**config.mk**
```make
export PLATFORM = sky130hd
export DESIGN_NAME = seq_trig_gen
export DESIGN_NICKNAME = d
export VERILOG_FILES = /design/src/rtl/seq_trig_pkg.sv /design/src/rtl/seq_trig_match.sv /design/src/rtl/seq_trig_gen.sv
export SDC_FILE = /design/constraint.sdc
export NUM_CORES = 1
export LEC_CHECK = 0
export CAP_MARGIN = 20
export CORE_MARGIN = 2
export CORE_UTILIZATION = 40
export DETAILED_ROUTE_END_ITERATION = 10
export GPL_ROUTABILITY_DRIVEN = 0
export GPL_TIMING_DRIVEN = 0
export PLACE_DENSITY_LB_ADDON = 0.2
export SLEW_MARGIN = 25
export SYNTH_ARGS = -nofsm -noshare
export SYNTH_HDL_FRONTEND = slang
export SYNTH_HIERARCHICAL = 1
export SYNTH_SLANG_ARGS = --single-unit
```
**constraint.sdc**
```tcl
create_clock -name SEQ_CLK -period 4.4 [get_ports SEQ_CLK]
set_clock_uncertainty 0.1 [all_clocks]
set_input_delay 0.88 -clock SEQ_CLK [delete_from_list [all_inputs] [get_ports SEQ_CLK]]
set_output_delay 0.88 -clock SEQ_CLK [all_outputs]
set_load 0.01 [all_outputs]
```
**src/rtl/seq_trig_pkg.sv**
```systemverilog
// Shared definitions for the sequence trigger generator: FSM state encoding
// and default widths of the match path and the run counters.
package seq_trig_pkg;

    localparam int unsigned IN_BITS_DEF  = 8;
    localparam int unsigned CNT_BITS_DEF = 16;

    typedef enum logic [2:0] {
        ST_IDLE       = 3'd0,
        ST_WAIT_MATCH = 3'd1,
        ST_DELAY      = 3'd2,
        ST_FIRE       = 3'd3,
        ST_HOLDOFF    = 3'd4
    } state_t;

endpackage

```
**src/rtl/seq_trig_match.sv**
```systemverilog
// Registers the monitored sequence input, applies the masked pattern compare
// and, in edge mode, qualifies only false-to-true transitions of the match.
module seq_trig_match
    import seq_trig_pkg::*;
#(
    parameter int unsigned IN_BITS = IN_BITS_DEF
) (
    input  logic               clk,
    input  logic               rst,
    input  logic [IN_BITS-1:0] seq_in,
    input  logic [IN_BITS-1:0] pattern_cfg,
    input  logic [IN_BITS-1:0] mask_cfg,
    input  logic               edge_mode_cfg,
    input  logic               arm_load,
    output logic               qual_match
);

    logic [IN_BITS-1:0] seq_in_q;
    logic               match;
    logic               prev_match;

    assign match = (((seq_in_q ^ pattern_cfg) & mask_cfg) == '0);

    // Forcing the history flag on arm keeps a pattern already present at arm
    // time from counting as a fresh edge.
    always_ff @(posedge clk or posedge rst) begin
        if (rst) begin
            seq_in_q   <= '0;
            prev_match <= 1'b0;
        end else begin
            seq_in_q   <= seq_in;
            prev_match <= arm_load ? 1'b1 : match;
        end
    end

    assign qual_match = edge_mode_cfg ? (match && !prev_match) : match;

endmodule

```
**src/rtl/seq_trig_gen.sv**
```systemverilog
// Armed pattern trigger: on a qualifying SEQ_IN match waits DELAY cycles, issues a
// one-cycle SEQ_EXT_START, then holds off and repeats. SEQ_TRIG_TIMESTAMP_EN adds TS_LAST.
module seq_trig_gen
    import seq_trig_pkg::*;
#(
    parameter int unsigned IN_BITS  = IN_BITS_DEF,
    parameter int unsigned CNT_BITS = CNT_BITS_DEF
) (
    input  logic                SEQ_CLK,
    input  logic                SEQ_RST,
    input  logic [IN_BITS-1:0]  SEQ_IN,
    input  logic                ARM,
    input  logic                DISARM,
    input  logic [IN_BITS-1:0]  PATTERN,
    input  logic [IN_BITS-1:0]  MASK,
    input  logic                EDGE_MODE,
    input  logic [CNT_BITS-1:0] DELAY,
    input  logic [CNT_BITS-1:0] HOLDOFF,
    input  logic [CNT_BITS-1:0] REPEAT,
    output logic                SEQ_EXT_START,
    output logic                BUSY,
    output logic [CNT_BITS-1:0] TRIG_CNT
`ifdef SEQ_TRIG_TIMESTAMP_EN
    ,
    output logic [31:0]         TS_LAST
`endif
);

    state_t state, state_nxt;

    logic [IN_BITS-1:0]  pattern_cfg, mask_cfg;
    logic                edge_mode_cfg;
    logic [CNT_BITS-1:0] delay_cfg, holdoff_cfg, repeat_cfg;
    logic [CNT_BITS-1:0] cnt;
    logic [CNT_BITS-1:0] trig_cnt_inc;
    logic                qual_match;
    logic                arm_ok;
    logic                fire_ok;

    assign arm_ok       = ARM && !DISARM && (state == ST_IDLE);
    assign fire_ok      = (state == ST_FIRE) && !DISARM;
    assign trig_cnt_inc = (TRIG_CNT == '1) ? TRIG_CNT : TRIG_CNT + 1'b1;

    seq_trig_match #(
        .IN_BITS (IN_BITS)
    ) u_match (
        .clk           (SEQ_CLK),
        .rst           (SEQ_RST),
        .seq_in        (SEQ_IN),
        .pattern_cfg   (pattern_cfg),
        .mask_cfg      (mask_cfg),
        .edge_mode_cfg (edge_mode_cfg),
        .arm_load      (arm_ok),
        .qual_match    (qual_match)
    );

    always_ff @(posedge SEQ_CLK or posedge SEQ_RST) begin
        if (SEQ_RST) state <= ST_IDLE;
        else         state <= state_nxt;
    end

    always_comb begin
        state_nxt = state;
        unique case (state)
            ST_IDLE:       if (arm_ok) state_nxt = ST_WAIT_MATCH;
            ST_WAIT_MATCH: if (qual_match)
                               state_nxt = (delay_cfg == '0) ? ST_FIRE : ST_DELAY;
            ST_DELAY:      if (cnt <= CNT_BITS'(1)) state_nxt = ST_FIRE;
            ST_FIRE: begin
                if ((repeat_cfg != '0) && (trig_cnt_inc == repeat_cfg))
                    state_nxt = ST_IDLE;
                else if (holdoff_cfg == '0)
                    state_nxt = ST_WAIT_MATCH;
                else
                    state_nxt = ST_HOLDOFF;
            end
            ST_HOLDOFF:    if (cnt <= CNT_BITS'(1)) state_nxt = ST_WAIT_MATCH;
            default:       state_nxt = ST_IDLE;
        endcase
        if (DISARM) state_nxt = ST_IDLE;
    end

    // The pulse is gated by DISARM so an abort landing on the FIRE cycle issues nothing.
    always_comb begin
        SEQ_EXT_START = fire_ok;
        BUSY          = (state != ST_IDLE);
    end

    always_ff @(posedge SEQ_CLK or posedge SEQ_RST) begin
        if (SEQ_RST) begin
            pattern_cfg   <= '0;
            mask_cfg      <= '0;
            edge_mode_cfg <= 1'b0;
            delay_cfg     <= '0;
            holdoff_cfg   <= '0;
            repeat_cfg    <= '0;
            cnt           <= '0;
            TRIG_CNT      <= '0;
        end else begin
            if (arm_ok) begin
                pattern_cfg   <= PATTERN;
                mask_cfg      <= MASK;
                edge_mode_cfg <= EDGE_MODE;
                delay_cfg     <= DELAY;
                holdoff_cfg   <= HOLDOFF;
                repeat_cfg    <= REPEAT;
                TRIG_CNT      <= '0;
            end
            if (fire_ok) TRIG_CNT <= trig_cnt_inc;
            unique case (state)
                ST_WAIT_MATCH:       if (qual_match) cnt <= delay_cfg;
                ST_FIRE:             cnt <= holdoff_cfg;
                ST_DELAY, ST_HOLDOFF: cnt <= cnt - 1'b1;
                default:             cnt <= cnt;
            endcase
        end
    end

`ifdef SEQ_TRIG_TIMESTAMP_EN
    logic [31:0] ts_cnt;

    always_ff @(posedge SEQ_CLK or posedge SEQ_RST) begin
        if (SEQ_RST) begin
            ts_cnt  <= '0;
            TS_LAST <= '0;
        end else begin
            ts_cnt <= ts_cnt + 1'b1;
            if (fire_ok) TS_LAST <= ts_cnt;
        end
    end
`endif

endmodule

```
### Word-level counts from Yosys, hierarchy flattened

Index checks and enable logic that the tools add are counted.

* word-level logic and storage cells: 61
* output and inout bits: 18
* input port bits: 77
* flip-flop bits (word level): 109

* magnitude comparators: 1
* bitwise gates (word level): 2
* add/subtract/negate cells: 2
* equal/unequal tests: 11
* mux-type cells: 16
* reduce and logical (&&, ||, !) cells: 18

Operator list (count)
* $mux W16: 4
* $pmux W16 S3: 1
* $logic_not A16 Y1: 2
* $mux W3: 7
* $add A16 B1 Y16 const B: 1
* $eq A16 B16 Y1: 1
* $eq A16 B16 Y1 const B: 1
* $le A16 B1 Y1 const B: 1
* $reduce_bool A16 Y1: 1
* $sub A16 B1 Y16 const B: 1
* $pmux W3 S5: 1
* $ne A3 B3 Y1 const B: 3
* $and A8 B8 Y8: 1
* $logic_not A8 Y1: 1
* $xor A8 B8 Y8: 1
* $eq A3 B2 Y1 const B: 2
* $reduce_bool A3 Y1: 2
* $logic_and A1 B1 Y1: 5
* $reduce_and A4 Y1: 1
* $eq A3 B1 Y1 const B: 1
* $eq A3 B3 Y1 const B: 1
* $logic_not A3 Y1: 1
* $mux W1: 3
* $ne A3 B2 Y1 const B: 1
* other kinds (5): 6

### Logic depth before layout (Yosys ltp)

Gate-level depths: netlist (run 1).

* depth after elaboration: 8
* gate-level depth with buffers: 11
* depth with buffers taken out: 11

### By module

Netlist (run 1), hierarchy kept.

By module, submodules not included
* seq_trig_gen: area an instance 5418.9 µm², times used 1, cells each 656
* seq_trig_match: area an instance 356.6 µm², times used 1, cells each 26

### Least setup slack after synthesis (run 1)

OpenSTA, ideal clock, no wires.

* kind: flip-flop to flip-flop
* from: reg TRIG_CNT[0]
* to: reg state[2]
* clock period less this slack: 2.603 ns
* stages on the path, launching flop included: 11
* arrival: 2.376 ns
* path slack: 1.797 ns
* path through: dfrtp_1 > ha_1 > buf_2 > and4_1 > buf_2 > nand4_1 > mux2i_1 > o2bb2ai_1 > a2111o_1 > nor4_1 > nor2b_1

* longest elaborated chain between the ends: 7
* elaborated cells on any way between the ends: 8
* those cells by class: add/sub (1); eq/ne (2); mux (4); reduce/logical (1)

Ends and longest elaborated chain
* start, declared: line seq_trig_gen.sv:22 `output logic [CNT_BITS-1:0] TRIG_CNT`
* start signal, assigned: line seq_trig_gen.sv:109 `if (fire_ok) TRIG_CNT <= trig_cnt_inc;`
* $add A16 B1 Y16 or $eq A16 B16 Y1 (tied branches): line seq_trig_gen.sv:42 `assign trig_cnt_inc = (TRIG_CNT == '1) ? TRIG_CNT : TRIG_CNT + 1'b1;`
* $mux W16 (*): line seq_trig_gen.sv:42
* $eq A16 B16 Y1 (*): line seq_trig_gen.sv:70 `if ((repeat_cfg != '0) && (trig_cnt_inc == repeat_cfg))`
* $logic_and A1 B1 Y1 (*): line seq_trig_gen.sv:70
* $mux W3 (*): line seq_trig_gen.sv:70
* $pmux W3 S5 (*): line seq_trig_gen.sv:64 `unique case (state)`
* $mux W3 (*): line seq_trig_gen.sv:80 `if (DISARM) state_nxt = ST_IDLE;`
* end signal, assigned: line seq_trig_gen.sv:59 `else state <= state_nxt;`
* end, declared: line seq_trig_gen.sv:29 `state_t state, state_nxt;`

Mark *: on every way between the ends. The rest lies on a longest branch, timed or not.
A chain may end at the register's enable or synchronous reset.

### Worst setup path in the final report (run 1)

* from: reg state[1]
* to: out SEQ_EXT_START

* longest elaborated chain between the ends: 2

Ends and longest elaborated chain
* $eq A3 B2 Y1: line seq_trig_gen.sv:41 `assign fire_ok = (state == ST_FIRE) && !DISARM;`
* $logic_and A1 B1 Y1: line seq_trig_gen.sv:41
* end, declared: line seq_trig_gen.sv:20 `output logic SEQ_EXT_START,`

No other way between the ends.

==> impl_results.rst, run 1 <==
.. list-table::
   :header-rows: 1

   * - Metric
     - Value
   * - Initial antenna violation count
     - 0
   * - Deepest level of the CTS H-tree
     - 3
   * - Fin crit share
     - 95.43%
   * - First-pass GRT wire length
     - 26.67 mm
   * - Clock buffer count from CTS
     - 9
   * - Ys async rst share
     - 100.0%
   * - Power per cell area
     - 550.9 nW/um^2
   * - Worst path required time
     - 3.42 ns
   * - FMAX
     - 0.2381 GHz
   * - Post-detailed-placement half-perimeter wirelength
     - 12.43 mm
   * - Ant. Diodes
     - 0
   * - Crit. End Element
     - output port
   * - Full die area
     - 15420 um^2
   * - Critical path cell sequence
     - clkbuf_1, and3b_1, clkbuf_1, nand2b_1, inv_1, buf_1, clkdlybuf4s50_1
   * - Hold-fix buffers at CTS
     - 0
   * - Kind of critical path
     - flop to output port
   * - Largest net degree at the start of global routing
     - 71
   * - Combined area of all synthesized cells
     - 5776 um^2
   * - Drt wl/cell
     - 16.97 um
   * - Effective utilization at floorplan
     - 41.29%
   * - Flops & latches, synth
     - 109
   * - Final critical path time including I/O delays and setup
     - 4.199 ns
   * - Clock tree from TritonCTS
     - built
   * - Arrival @ worst endpoint
     - 3.22 ns
   * - Peak ir drop on the vdd network
     - 361.9 uV
   * - GRT Total Usage
     - 22.73%
   * - Clock latency of the later-clocked register in the worst-skew pair
     - 0.36 ns
   * - Buffer cell driving the clock tree root
     - sky130_fd_sc_hd__clkbuf_16
   * - Number of synthesized flops with an enable pin
     - 0
   * - Cells resized by post-CTS repair
     - 0
   * - Setup repair after global routing missed its margin
     - false
   * - Clock slew seen by the registers of the worst setup and hold paths
     - 0.07 ns
   * - Relative slew slack
     - 46.94%
   * - Placement Setup Slack
     - 0.4489 ns
   * - Outcome
     - completed
   * - Most instantiated flip-flop cell in the synthesis netlist
     - sky130_fd_sc_hd__dfrtp_1
   * - Routed Antenna Nets
     - 0
   * - Final WS setup
     - 0.2009 ns
   * - Worst min-delay path category
     - flop to flop
   * - Horiz. Die Dim
     - 124.2 um
   * - Clock sinks
     - 109
   * - Sequential cell area fraction in the yosys report
     - 47.23%
   * - Post-Syn Instances
     - 682
   * - I/O Pins
     - 95
   * - Hold Path Origin
     - mask_cfg[3]
   * - Critical path fanouts, max
     - 10
   * - Vias after detailed routing
     - 5438
   * - Average vias per placed instance
     - 5.589
   * - Slowest cell on the critical path
     - sky130_fd_sc_hd__clkdlybuf4s50_1
   * - Placeable core region
     - 13990 um^2
   * - Hold Violations, Final
     - 0
   * - Growth of design area from synthesis to finish
     - 26.62%
   * - Area used by sequential logic in the layout
     - 2728 um^2
   * - Max-slew violations
     - 0
   * - Worst Setup SP
     - state[1]
   * - CP most frequent cell
     - sky130_fd_sc_hd__clkbuf_1
   * - Number of design rule violations left after detail routing
     - 0
   * - Overall overflow remaining after global route
     - 0
   * - Vias in the first global route
     - 5218
   * - Placement Rows
     - 43
   * - Count of buffers added by post-CTS timing repair for setup
     - 0
   * - Setup TNS
     - 0 ns
   * - Die H
     - 124.2 um
   * - DRT iter0 DRCs
     - 477
   * - Worst r2r src
     - TRIG_CNT[0]
   * - Average instance area after synthesis
     - 8.469 um^2
   * - Mapped Nets
     - 762
   * - Count of unique library cells instantiated by Yosys
     - 65
   * - Maximum clock path buffer count
     - 2
   * - Measured slew at the worst slew-check pin
     - 0.7958 ns
   * - DRT Wirelength
     - 16.51 mm
   * - Detailed-routing iteration count for the pre-antenna-repair pass
     - 5
   * - Filler Cell Count
     - 1344
   * - Layout cells sized above 1
     - 5.170%
   * - Setup violations, final
     - 0
   * - Combined area of the multi-input logic cells
     - 2865 um^2
   * - Number of buffer cells added on primary ports
     - 94
   * - Max_cap viols
     - 0
   * - Yosys synthesis warning count
     - 6
   * - LEAKAGE
     - 3.296 nW
   * - Peak per-stage delay on the critical path
     - 0.64 ns
   * - Count of nets after finishing
     - 868
   * - Crit start category
     - flop
-- critical path, delay by kind of cell (launching register included) --
family | cells | cell delay (ns)
AND/OR/NAND/NOR | 2 | 0.49
buffers and inverters | 5 | 2.01
flip-flops | 1 | 0.36
-- final timing paths --
check                            endpoint  depth (start not counted)  slack [ns]
setup / recovery            SEQ_EXT_START                          7        0.20
hold / removal                mask_cfg[3]                          2        0.39
setup reg to reg                 state[2]                         10        1.46
hold reg to reg               mask_cfg[3]                          2        0.39
max in group asynchronous          cnt[7]                          3        2.77
min in group asynchronous  pattern_cfg[3]                          2        0.79
-- cell type report --
type                            count  share of cell area (%)
Clock inverter                      6                   1.369
Tap cell                          180                   3.080
Timing Repair Buffer               95                   13.24
Clock buffer                       10                   3.268
Sequential cell                   109                   37.30
Multi-Input combinational cell    528                   39.18
Buffer                             37                   2.087
Inverter                            8                  0.4790
-- Yosys cell counts (all sizes together) (7+ instances only) --
master | instances | area share [%]
a221oi | 10 | 1.5
a21oi | 23 | 2.0
clkbuf | 25 | 1.6
nor2 | 34 | 2.2
nand2 | 232 | 15
dfrtp | 109 | 47
nor4 | 18 | 2.2
buf | 12 | 1.0
xor2 | 14 | 2.1
inv | 8 | 0.52
o21ai | 42 | 3.6
xnor2 | 10 | 1.5
nand4 | 11 | 2.0
nor3 | 16 | 1.6
mux2i | 9 | 1.6
nand2b | 7 | 0.76
and3 | 8 | 0.89
nand3 | 18 | 1.6
-- stage by stage --
stage	cells	hold WS [ns]	instance area (um^2)	power, mW	util, %
3_3_place_gp	956	0.3621	6942	3.040	49.62
4_1_cts	973	0.3873	7313	4.038	52.28
6_report	973	0.3891	7313	4.029	52.28
5_1_grt	973	0.3977	7313	4.307	52.28
2_1_floorplan	682	0.3461	5776	2.598	-
3_5_place_dp	957	0.3703	6974	3.101	49.86
-- logic make-up after synthesis --
logic type,Yosys count,synth area share [%]
compound gates,122,13.95
xor+xnor,24,3.639
fa+ha+maj,3,0.6500
simple gates,369,29.61
buf+inv,45,3.163
flops,109,47.23
mux,10,1.755
-- cell usage in the layout (no fill, tap or decap), types with 5 or more instances in the layout --
| cell type | instances |
|---|---|
| sky130_fd_sc_hd__clkdlybuf4s50_1 | 94 |
| sky130_fd_sc_hd__nand3_1 | 17 |
| sky130_fd_sc_hd__a31oi_1 | 6 |
| sky130_fd_sc_hd__a22oi_1 | 5 |
| sky130_fd_sc_hd__nand2_1 | 232 |
| sky130_fd_sc_hd__a221oi_1 | 10 |
| sky130_fd_sc_hd__nand4_1 | 8 |
| sky130_fd_sc_hd__a21oi_1 | 23 |
| sky130_fd_sc_hd__o21ai_0 | 42 |
| sky130_fd_sc_hd__buf_2 | 8 |
| sky130_fd_sc_hd__clkbuf_1 | 25 |
| sky130_fd_sc_hd__dfrtp_1 | 109 |
| sky130_fd_sc_hd__nor2_1 | 34 |
| sky130_fd_sc_hd__and3_1 | 7 |
| sky130_fd_sc_hd__clkbuf_16 | 9 |
| sky130_fd_sc_hd__nand2b_1 | 7 |
| sky130_fd_sc_hd__mux2i_1 | 9 |
| sky130_fd_sc_hd__nor4_1 | 17 |
| sky130_fd_sc_hd__nor3_1 | 15 |
| sky130_fd_sc_hd__xnor2_1 | 10 |
| sky130_fd_sc_hd__inv_1 | 6 |
| sky130_fd_sc_hd__xor2_1 | 14 |
-- sequential cells by signal, indices dropped and copies added (netlist names) --
name / count
cnt: 16
state: 3
u_match/prev_match: 1
repeat_cfg: 16
edge_mode_cfg: 1
delay_cfg: 16
holdoff_cfg: 16
TRIG_CNT: 16
pattern_cfg: 8
mask_cfg: 8
u_match/seq_in_q: 8
-- layer usage --
metal / track usage (%) / wire [um] / up-vias
met5: 0 / 0 / -
met4: 7.444 / 292 / 0
met3: 5.952 / 1435 / 25
met2: 33.27 / 7316 / 247
met1: 32.75 / 7462 / 2586
li1: - / - / 2580
-- power by group --
part	leakage, nW	internal [mW]	total [mW]	switching (mW)
registers	1.38	1.38	1.77	0.392
logic	1.75	0.570	1.33	0.763
clock network	0.168	0.527	0.924	0.397
total	3.30	2.48	4.03	1.55
(Power assumes the default switching activity.)
==> run 2, diff against run 1 <==
--- a/config.mk
+++ b/config.mk
@@ -5,13 +5,14 @@
 export SDC_FILE = /design/constraint.sdc
 export NUM_CORES = 1
 export LEC_CHECK = 0
-export CAP_MARGIN = 20
+export CAP_MARGIN = 10
 export CORE_MARGIN = 2
 export CORE_UTILIZATION = 40
 export DETAILED_ROUTE_END_ITERATION = 10
 export GPL_ROUTABILITY_DRIVEN = 0
 export GPL_TIMING_DRIVEN = 0
 export PLACE_DENSITY_LB_ADDON = 0.2
+export RECOVER_POWER = 100
 export SLEW_MARGIN = 25
 export SYNTH_ARGS = -nofsm -noshare
 export SYNTH_HDL_FRONTEND = slang
==> impl_results.rst, run 2 (synthesis gave the netlist of run 1 again) <==
.. list-table::
   :header-rows: 1

   * - Metric
     - Value
   * - Outcome
     - finished with violations
   * - Violations in the final reports
     - max-capacitance violations, max-slew violations
   * - Count of nets after finishing
     - 868
   * - Worst path required time
     - 3.42 ns
   * - Clock buffer count from CTS
     - 9
   * - Hold Violations, Final
     - 0
   * - Die H
     - 124.2 um
   * - DRT iter0 DRCs
     - 462
   * - Setup violations, final
     - 0
   * - Met3 Usage GRT
     - 5.952%
   * - Cells resized by post-CTS repair
     - 0
   * - Crit. End Element
     - output port
   * - Relative slew slack
     - -13.40%
   * - Vias after detailed routing
     - 5488
   * - Full die area
     - 15420 um^2
   * - Overall overflow remaining after global route
     - 0
   * - Most frequent cells in the layout
     - sky130_fd_sc_hd__nand2_1 (232), sky130_fd_sc_hd__dfrtp_1 (109), sky130_fd_sc_hd__clkdlybuf4s50_1 (67), sky130_fd_sc_hd__o21ai_0 (42), sky130_fd_sc_hd__nor2_1 (34)
   * - Setup slack of the most critical reg-to-reg path
     - 1.24 ns
   * - Routing layer with the top usage in global route
     - met2
   * - Peak ir drop on the vdd network
     - 364.9 uV
   * - Slowest cell on the critical path
     - sky130_fd_sc_hd__clkdlybuf4s50_1
   * - Top delay family on crit path
     - buffers and inverters
   * - Horiz. Die Dim
     - 124.2 um
   * - Maximum clock path buffer count
     - 2
   * - Growth of design area from synthesis to finish
     - 26.06%
   * - Peak per-stage delay on the critical path
     - 0.64 ns
   * - Critical path cell sequence
     - clkbuf_1, and3b_1, clkbuf_1, nand2b_1, inv_1, clkbuf_1, clkdlybuf4s50_1
   * - Max_cap viols
     - 1
   * - Buffer cell driving the clock tree root
     - sky130_fd_sc_hd__clkbuf_16
   * - Met1 track utilization from global routing
     - 32.75%
   * - I/O Pins
     - 95
   * - Measured slew at the worst slew-check pin
     - 1.701 ns
   * - Core utilization of the finished layout
     - 52.05%
   * - Placement Rows
     - 43
   * - CP most frequent cell
     - sky130_fd_sc_hd__clkbuf_1
   * - Clock latency of the later-clocked register in the worst-skew pair
     - 0.36 ns
   * - Layout cells sized above 1
     - 4.792%
   * - Count of buffers added by post-CTS timing repair for setup
     - 0
   * - Filler Cell Count
     - 1349
   * - Met2 routing resource usage after global routing
     - 33.27%
   * - Critical path fanouts, max
     - 10
   * - Clock sinks
     - 109
   * - First-pass GRT wire length
     - 26.67 mm
   * - Setup repair after global routing missed its margin
     - false
   * - Arrival @ worst endpoint
     - 3.22 ns
   * - Initial antenna violation count
     - 0
   * - Routed Antenna Nets
     - 0
   * - Setup TNS
     - 0 ns
   * - Drt wl/cell
     - 17.03 um
   * - Post-detailed-placement half-perimeter wirelength
     - 12.43 mm
   * - Power per cell area
     - 552.5 nW/um^2
   * - Fin crit share
     - 95.40%
   * - Largest net degree at the start of global routing
     - 71
   * - Number of buffer cells added on primary ports
     - 94
   * - Crit start category
     - flop
   * - DRT Wirelength
     - 16.57 mm
   * - Final critical path time including I/O delays and setup
     - 4.198 ns
   * - GRT Total Usage
     - 22.73%
   * - LEAKAGE
     - 3.342 nW
   * - Final Hold Slack
     - 0.3874 ns
   * - Average vias per placed instance
     - 5.640
   * - FMAX
     - 0.2382 GHz
   * - Placement Setup Slack
     - 0.4489 ns
   * - Worst min-delay path category
     - flop to flop
   * - Post-route cell area
     - 7281 um^2
   * - Clock tree from TritonCTS
     - built
   * - Clock slew seen by the registers of the worst setup and hold paths
     - 0.07 ns
   * - Placeable core region
     - 13990 um^2
   * - Instance area at placement
     - 6974 um^2
   * - Hold-fix buffers at CTS
     - 0
   * - Kind of critical path
     - flop to output port
   * - Effective utilization at floorplan
     - 41.29%
   * - Deepest level of the CTS H-tree
     - 3
   * - Number of design rule violations left after detail routing
     - 0
   * - Buffer and inverter count on the worst path
     - 5
   * - Leading cell type in the layout, fill and taps excluded
     - sky130_fd_sc_hd__nand2_1
   * - Vias in the first global route
     - 5218
   * - Max-slew violations
     - 71
   * - Detailed-routing iteration count for the pre-antenna-repair pass
     - 5
   * - Final WS setup
     - 0.2024 ns
   * - Ant. Diodes
     - 0
==> run 2: worst register-to-register path: cells and delay by family (launching register included) <==
family | cells | cell delay (ns)
AND/OR/NAND/NOR | 5 | 1.06
AO/OA/AOI/OAI | 2 | 0.62
buffers and inverters | 2 | 0.59
flip-flops | 1 | 0.49
adder cells (fa/ha/maj) | 1 | 0.19
==> run 2: power breakdown <==
part / leakage [nW] / total (mW) / internal [mW] / switching, mW
clock network: 0.168 / 0.925 / 0.527 / 0.398
registers: 1.38 / 1.77 / 1.38 / 0.394
logic: 1.80 / 1.32 / 0.560 / 0.763
==> run 2: path summary, 6_finish.rpt <==
| kind | from | endpoint | cells past startpoint |
|---|---|---|---|
| worst max register to register | TRIG_CNT[0] | state[2] | 10 |
| max in group asynchronous | SEQ_RST | cnt[7] | 3 |
| worst max-delay path | state[1] | SEQ_EXT_START | 7 |
| worst min register to register | edge_mode_cfg | edge_mode_cfg | 2 |
| worst min-delay path | edge_mode_cfg | edge_mode_cfg | 2 |
| min in group asynchronous | SEQ_RST | u_match/seq_in_q[1] | 2 |
==> run 2: per-layer routing <==
metal | up-vias | routed length [um]
li1 | 2589 | -
met1 | 2617 | 7516
met2 | 255 | 7307
met3 | 27 | 1457
met4 | 0 | 291
met5 | - | 0
==> run 2: stage by stage <==
stage | cells | power, mW
after global placement | 956 | 3.040
final | 973 | 4.023
after global routing | 973 | 4.293
after detailed placement | 957 | 3.101
after floorplan | 682 | 2.598
after CTS | 973 | 4.038
==> run 2: area by class of cell <==
cell class	instances	area, um^2	area share (%)
Clock inverter	6	100.1	1.375
Tap cell	180	225.2	3.093
Sequential cell	109	2728	37.46
Inverter	8	31.28	0.4296
Buffer	37	151.4	2.079
Multi-Input combinational cell	528	2860	39.29
Clock buffer	10	239.0	3.282
Timing Repair Buffer	95	945.9	12.99
==> run 3, diff against run 2 <==
--- a/config.mk
+++ b/config.mk
@@ -13,6 +13,7 @@
 export GPL_TIMING_DRIVEN = 0
 export PLACE_DENSITY_LB_ADDON = 0.2
 export RECOVER_POWER = 100
+export REMOVE_ABC_BUFFERS = 1
 export SLEW_MARGIN = 25
 export SYNTH_ARGS = -nofsm -noshare
 export SYNTH_HDL_FRONTEND = slang
==> impl_results.rst, run 3 (synthesis gave the netlist of run 1 again) <==
.. list-table::
   :header-rows: 1

   * - Metric
     - Value
   * - Clock buffer count from CTS
     - 9
   * - Cells resized by post-CTS repair
     - 0
   * - Max_cap viols
     - 1
   * - LEAKAGE
     - 3.256 nW
   * - Number of buffer cells added on primary ports
     - 94
   * - Number of design rule violations left after detail routing
     - 0
   * - Worst Setup SP
     - DISARM
   * - Peak ir drop on the vdd network
     - 235.9 uV
   * - Placement Rows
     - 43
   * - Count of buffers added by post-CTS timing repair for setup
     - 0
   * - DRT iter0 DRCs
     - 457
   * - Maximum clock path buffer count
     - 2
   * - Setup violations, final
     - 0
   * - Combined area of the multi-input logic cells
     - 2861 um^2
   * - Largest net degree at the start of global routing
     - 74
   * - Fraction of power consumed by sequential logic
     - 45.1%
   * - Leading cell type in the layout, fill and taps excluded
     - sky130_fd_sc_hd__nand2_1
   * - I/O Pins
     - 95
   * - Relative slew slack
     - -49.97%
   * - Violations in the final reports
     - max-capacitance violations, max-slew violations
   * - Crit. End Element
     - output port
   * - Ant. Diodes
     - 0
   * - Routed Antenna Nets
     - 0
   * - Combinational share of power
     - 32.9%
   * - Arrival @ worst endpoint
     - 3.16 ns
   * - Kind of critical path
     - primary input to output port
   * - Outcome
     - finished with violations
   * - Detailed-routing iteration count for the pre-antenna-repair pass
     - 6
   * - Growth of design area from synthesis to finish
     - 23.72%
   * - Routing layer with the top usage in global route
     - met2
   * - Clock sinks
     - 109
   * - Overall overflow remaining after global route
     - 0
   * - Placeable core region
     - 13990 um^2
   * - Clock slew seen by the registers of the worst setup and hold paths
     - 0.07 ns
   * - Switching pwr
     - 1.435 mW
   * - Measured slew at the worst slew-check pin
     - 2.237 ns
   * - Part of the power in the clock network
     - 22.0%
   * - Max-slew violations
     - 49
   * - Clock latency of the later-clocked register in the worst-skew pair
     - 0.35 ns
   * - Critical path fanouts, max
     - 15
   * - Most frequent cells in the layout
     - sky130_fd_sc_hd__nand2_1 (232), sky130_fd_sc_hd__dfrtp_1 (109), sky130_fd_sc_hd__clkdlybuf4s50_1 (67), sky130_fd_sc_hd__o21ai_0 (42), sky130_fd_sc_hd__nor2_1 (34)
   * - Worst r2r src
     - TRIG_CNT[0]
   * - Hold-fix buffers at CTS
     - 0
   * - Deepest level of the CTS H-tree
     - 3
   * - Drt wl/cell
     - 15.72 um
   * - Power consumption
     - 3.857 mW
   * - GRT Total Usage
     - 20.35%
   * - DRT Wirelength
     - 14.73 mm
   * - Cell-internal power
     - 2.421 mW
   * - FMAX
     - 0.2418 GHz
   * - Final critical path time including I/O delays and setup
     - 4.135 ns
   * - Worst min-delay path category
     - flop to flop
   * - Hold Violations, Final
     - 0
   * - Die H
     - 124.2 um
   * - First-pass GRT wire length
     - 24.43 mm
   * - Full die area
     - 15420 um^2
   * - Power per cell area
     - 539.7 nW/um^2
   * - Filler Cell Count
     - 1358
   * - Vias in the first global route
     - 4971
   * - Layout cells sized above 1
     - 4.491%
   * - Vias after detailed routing
     - 5131
   * - Effective utilization at floorplan
     - 41.29%
   * - Horiz. Die Dim
     - 124.2 um
   * - Setup repair after global routing missed its margin
     - false
   * - Clock tree from TritonCTS
     - built
   * - Switching part of the total power
     - 37.22%
   * - Met1 track utilization from global routing
     - 28.33%
   * - Crit start category
     - primary input
   * - Post-detailed-placement half-perimeter wirelength
     - 10.55 mm
   * - Placement Setup Slack
     - 0.3563 ns
   * - Count of nets after finishing
     - 832
   * - Setup TNS
     - 0 ns
   * - Area used by sequential logic in the layout
     - 2728 um^2
   * - Met3 Usage GRT
     - 4.258%
   * - Worst path required time
     - 3.42 ns
   * - Initial antenna violation count
     - 0
   * - Hold Path Origin
     - mask_cfg[2]
   * - Average vias per placed instance
     - 5.476
   * - Fin crit share
     - 93.98%
   * - Final WS setup
     - 0.2649 ns
   * - Buffer cell driving the clock tree root
     - sky130_fd_sc_hd__clkbuf_16
   * - Met2 routing resource usage after global routing
     - 31.90%
[run 3: cell types whose count changed in the layout (fill, tap and decap cells not counted), sizes merged]
cell,change
buf,-7
bufinv,-1
clkbuf,-27
clkinv,+3
inv,-4
[run 3: worst max-delay path: stages]
cell,delay (ns)
sky130_fd_sc_hd__dlygate4sd3_1,0.62
sky130_fd_sc_hd__nand2b_1,0.47
sky130_fd_sc_hd__inv_1,0.54
sky130_fd_sc_hd__clkdlybuf4s50_1,0.64
[run 3: area by class of cell]
cell class / count / share of cell area [%]
Clock buffer: 12 / 3.730
Tap cell: 180 / 3.152
Inverter: 8 / 0.4378
Timing Repair Buffer: 96 / 13.83
Sequential cell: 109 / 38.17
Clock inverter: 4 / 0.6304
Multi-Input combinational cell: 528 / 40.05
[run 3: final timing paths]
check                                 endpoint  slack, ns  depth (start not counted)
min in group asynchronous  u_match/seq_in_q[0]       0.90                          2
min reg2reg                        mask_cfg[2]       0.39                          2
max reg2reg                           state[2]       1.11                          8
max in group asynchronous         TRIG_CNT[15]       1.67                          2
min                                mask_cfg[2]       0.39                          2
max                              SEQ_EXT_START       0.26                          4
[run 3: power groups by stage]
stage | Clock, mW | Sequential, mW | Combinational (mW)
floorplan | 0 | 1.64 | 0.932
global placement | 0 | 1.74 | 1.24
detailed placement | 0 | 1.75 | 1.28
CTS | 0.866 | 1.74 | 1.29
global route | 0.908 | 1.79 | 1.46
finish | 0.849 | 1.74 | 1.27
[run 3: layer usage]
layer | share of wire, % | vias up
met5 | 0 | -
met3 | 5.3 | 19
met2 | 47 | 160
met4 | 1.8 | 0
li1 | - | 2501
met1 | 46 | 2451
[run 3: stage by stage]
| stage | utilization (%) | hold slack (ns) | cell area (um^2) | cells |
|---|---|---|---|---|
| 2_1_floorplan | - | 0.3461 | 5623 | 645 |
| 3_3_place_gp | 48.53 | 0.3627 | 6789 | 919 |
| 3_5_place_dp | 49.02 | 0.3742 | 6857 | 921 |
| 4_1_cts | 51.24 | 0.3915 | 7168 | 937 |
| 5_1_grt | 51.08 | 0.4169 | 7146 | 937 |
| 6_report | 51.08 | 0.3851 | 7146 | 937 |
==> variant 1: new RTL, config.mk and constraints of run 1 <==
The package constant `CNT_BITS_DEF` goes from 16 to 24.
--- a/src/rtl/seq_trig_pkg.sv
+++ b/src/rtl/seq_trig_pkg.sv
@@ -4,5 +4,5 @@
 
     localparam int unsigned IN_BITS_DEF  = 8;
-    localparam int unsigned CNT_BITS_DEF = 16;
+    localparam int unsigned CNT_BITS_DEF = 24;
 
     typedef enum logic [2:0] {
Interface: changed (resized DELAY, HOLDOFF, REPEAT and TRIG_CNT); port bits go from 95 to 127. The function was not compared with the original's and may differ.
==> variant 1 against run 1 <==
Via count up 29%. Worst setup slack better by 0.024 ns. Sequential cell count up 40. Wire length up 45%. Design area up 41%. Non-clock buffer count up 47. Core utilization up 0.50 points. Synthesized cell count up 16%. Area after synthesis up 39%. Total power up 41%. Count of clock-buffer cells in the layout up 8. Critical path type unchanged. Critical endpoint unchanged.
==> variant 1: results <==
metrics = {
    "placed_design": {
        "dp.cells": 1189,
        "placed_area_mm2": 0.009708,
        "place_ws_ns": 0.3715,
        "port_buffers": 126,
        "hpwl_mm": 17.75,
    },
    "detailed_routing": {
        "vias": 7014,
        "first_pass_iters": 7,
        "met1_length_mm": 10.85,
        "drtIter0Drc": 647,
        "wl_per_cell_um": 19.55,
        "vias_per_cell": 5.749,
    },
    "power_and_ir_drop": {
        "leakage_nw": 4.056,
        "p_clk_mw": 1.49,
    },
    "cells_and_area": {
        "regArea_mm2": 0.003729,
        "finalNetCount": 1047,
    },
    "synthesis": {
        "yosysSeqAreaShare_pct": 46.58,
        "synthMuxAreaShare_pct": 12.35,
        "ys_top_cells_by_count": "dfrtp_1, mux2_2, o21ai_0, nand2_1, nor2_1",
        "syn-num-nets": 897,
    },
    "critical_path": {
        "reg2reg_slack_ns": 0.86,
        "r2r_cells": 12,
    },
    "global_routing": {
        "grt_pass1_vias": 6824,
        "grt_max_degree": 33,
        "globalRouteMet2Util_pct": 33.60,
        "grt_first_pass_wirelength_mm": 38.44,
        "grt_use_met3_pct": 5.893,
    },
    "timing": {
        "holdWs_ns": 0.4138,
        "slew_headroom_pct": 43.68,
    },
    "cts": {
        "clk_latency_ns": 0.43,
        "numCtsBuffers": 17,
    },
    "outcome": {
        "status": "complete, no violations",
    },
}
## variant 1: logic make-up after synthesis
| kind of cell | after synthesis |
|---|---|
| muxes | 88 |
| adders and majority gates | 3 |
| xor gates and xnor gates | 35 |
| buffers and inverters | 63 |
| DFF | 149 |
| AOI/OAI and AO/OA | 203 |
| and+or+nand+nor | 252 |
## variant 1: area by class of cell
cell class,count,area share [%]
sequential,149,36.18
timing repair buffer,131,13.28
multi-input combinational,581,38.92
tap,265,3.217
buffer,48,2.015
clock buffer,18,4.261
clock inverter,13,1.542
inverter,15,0.5827
## variant 1: worst max path at each step
stage	start	to	slack, ns	depth (start not counted)
2_1_floorplan	TRIG_CNT[0]	state[2]	1.60	11
3_3_place_gp	SEQ_RST	holdoff_cfg[1]	0.30	2
3_5_place_dp	DISARM	SEQ_EXT_START	0.37	5
4_1_cts	state[0]	SEQ_EXT_START	0.22	7
5_1_grt	state[0]	SEQ_EXT_START	0.02	7
6_report	state[0]	SEQ_EXT_START	0.23	7
==> variant 2: new RTL, settings of run 1 <==
Without the edit above. Register the output `TRIG_CNT` once more; this adds one clock of latency there. The other outputs are not delayed to match.
--- a/src/rtl/seq_trig_gen.sv
+++ b/src/rtl/seq_trig_gen.sv
@@ -27,4 +27,6 @@
 );
 
+    logic [CNT_BITS-1:0] TRIG_CNT_s0;
+
     state_t state, state_nxt;
 
@@ -40,5 +42,5 @@
     assign arm_ok       = ARM && !DISARM && (state == ST_IDLE);
     assign fire_ok      = (state == ST_FIRE) && !DISARM;
-    assign trig_cnt_inc = (TRIG_CNT == '1) ? TRIG_CNT : TRIG_CNT + 1'b1;
+    assign trig_cnt_inc = (TRIG_CNT_s0 == '1) ? TRIG_CNT_s0 : TRIG_CNT_s0 + 1'b1;
 
     seq_trig_match #(
@@ -96,5 +98,5 @@
             repeat_cfg    <= '0;
             cnt           <= '0;
-            TRIG_CNT      <= '0;
+            TRIG_CNT_s0   <= '0;
         end else begin
             if (arm_ok) begin
@@ -105,7 +107,7 @@
                 holdoff_cfg   <= HOLDOFF;
                 repeat_cfg    <= REPEAT;
-                TRIG_CNT      <= '0;
+                TRIG_CNT_s0   <= '0;
             end
-            if (fire_ok) TRIG_CNT <= trig_cnt_inc;
+            if (fire_ok) TRIG_CNT_s0 <= trig_cnt_inc;
             unique case (state)
                 ST_WAIT_MATCH:       if (qual_match) cnt <= delay_cfg;
@@ -131,4 +133,8 @@
 `endif
 
+    always_ff @(posedge SEQ_CLK) begin
+        TRIG_CNT <= TRIG_CNT_s0;
+    end
+
 endmodule
 
Function: changed (Yosys sat finds a counterexample within 4 cycles, from zero or initial values and one cycle with SEQ_RST high).
==> variant 2 against run 1 <==
Total power increased by 15%. Largest power group unchanged. Area after synthesis increased by 4.5%. Highest routed layer unchanged. Sequential cell count increased by 16. Critical endpoint unchanged. Clock power increased by 69%. Design area increased by 8.2%. Global-route usage decreased by 2.2 points. Wire length decreased by 4.0%. Critical path type unchanged. Worst setup slack improved by 0.061 ns.
==> variant 2: results <==
metrics = {
    "outcome": {
        "status": "complete, no violations",
    },
    "global_routing": {
        "grt_max_degree": 73,
        "grt_pass1_vias": 5034,
    },
    "synthesis": {
        "ys_top_cells_by_count": "dfrtp_1, mux2_2, o21ai_0, nor2_1, nand2_1",
        "syn_area_per_cell_um2": 10.83,
        "synth_xor_area_share_pct": 4.499,
        "synthMuxAreaShare_pct": 13.48,
        "syn-num-nets": 637,
    },
    "detailed_routing": {
        "wl_per_cell_um": 18.24,
    },
    "cells_and_area": {
        "multi_input_area_share_pct": 35.22,
        "final.fill_count": 1284,
        "buf_share_pct": 14.33,
        "drive_gt1_share_pct": 17.52,
        "clkbuf_count": 22,
        "nNonClkBuffers": 131,
        "finalNetCount": 752,
        "sh_seq_area_pct": 38.53,
    },
    "critical_path": {
        "crit_path_start": "state[0]",
        "r2r-start": "TRIG_CNT_s0[0]",
        "arrival_ns": 3.16,
    },
    "cts": {
        "numCtsBuffers": 17,
        "htreeDepth": 4,
        "clk_latency_ns": 0.42,
        "clock_sink_count": 125,
    },
    "power_and_ir_drop": {
        "peakVddDrop_mv": 0.3126,
    },
    "timing": {
        "holdWs_ns": 0.2644,
        "fin_crit_ns": 4.138,
    },
    "hold_path": {
        "hold_path.startpoint": "TRIG_CNT_s0[9]",
    },
}
==> variant 2: cell types whose count changed after synthesis, sizes merged, moves of 5 or more <==
cell   before  now
nand2     232   28
mux2        1   66
dfxtp       0   16
nand3      18    8
o31ai       1    8
a21oi      23   18
inv         8   13
nand4      11   16
xnor2      10   15
==> variant 2: cell families after synthesis <==
group | after synthesis
fa+ha+maj | 3
compound gates | 121
flops | 125
xor+xnor | 31
simple gates | 156
buf+inv | 48
mux | 73
==> variant 2: where the power goes <==
group / switching, mW / internal (mW) / total (mW)
Combinational: 0.534 / 0.633 / 1.17
Clock: 0.508 / 1.05 / 1.56
Sequential: 0.375 / 1.53 / 1.90
Total: 1.42 / 3.21 / 4.63
==> variant 2: routing by layer <==
metal | vias to the layer above | share of wire (%)
li1 | 2301 | -
met1 | 2386 | 45
met2 | 208 | 47
met3 | 27 | 6.8
met4 | 0 | 1.6
met5 | - | 0
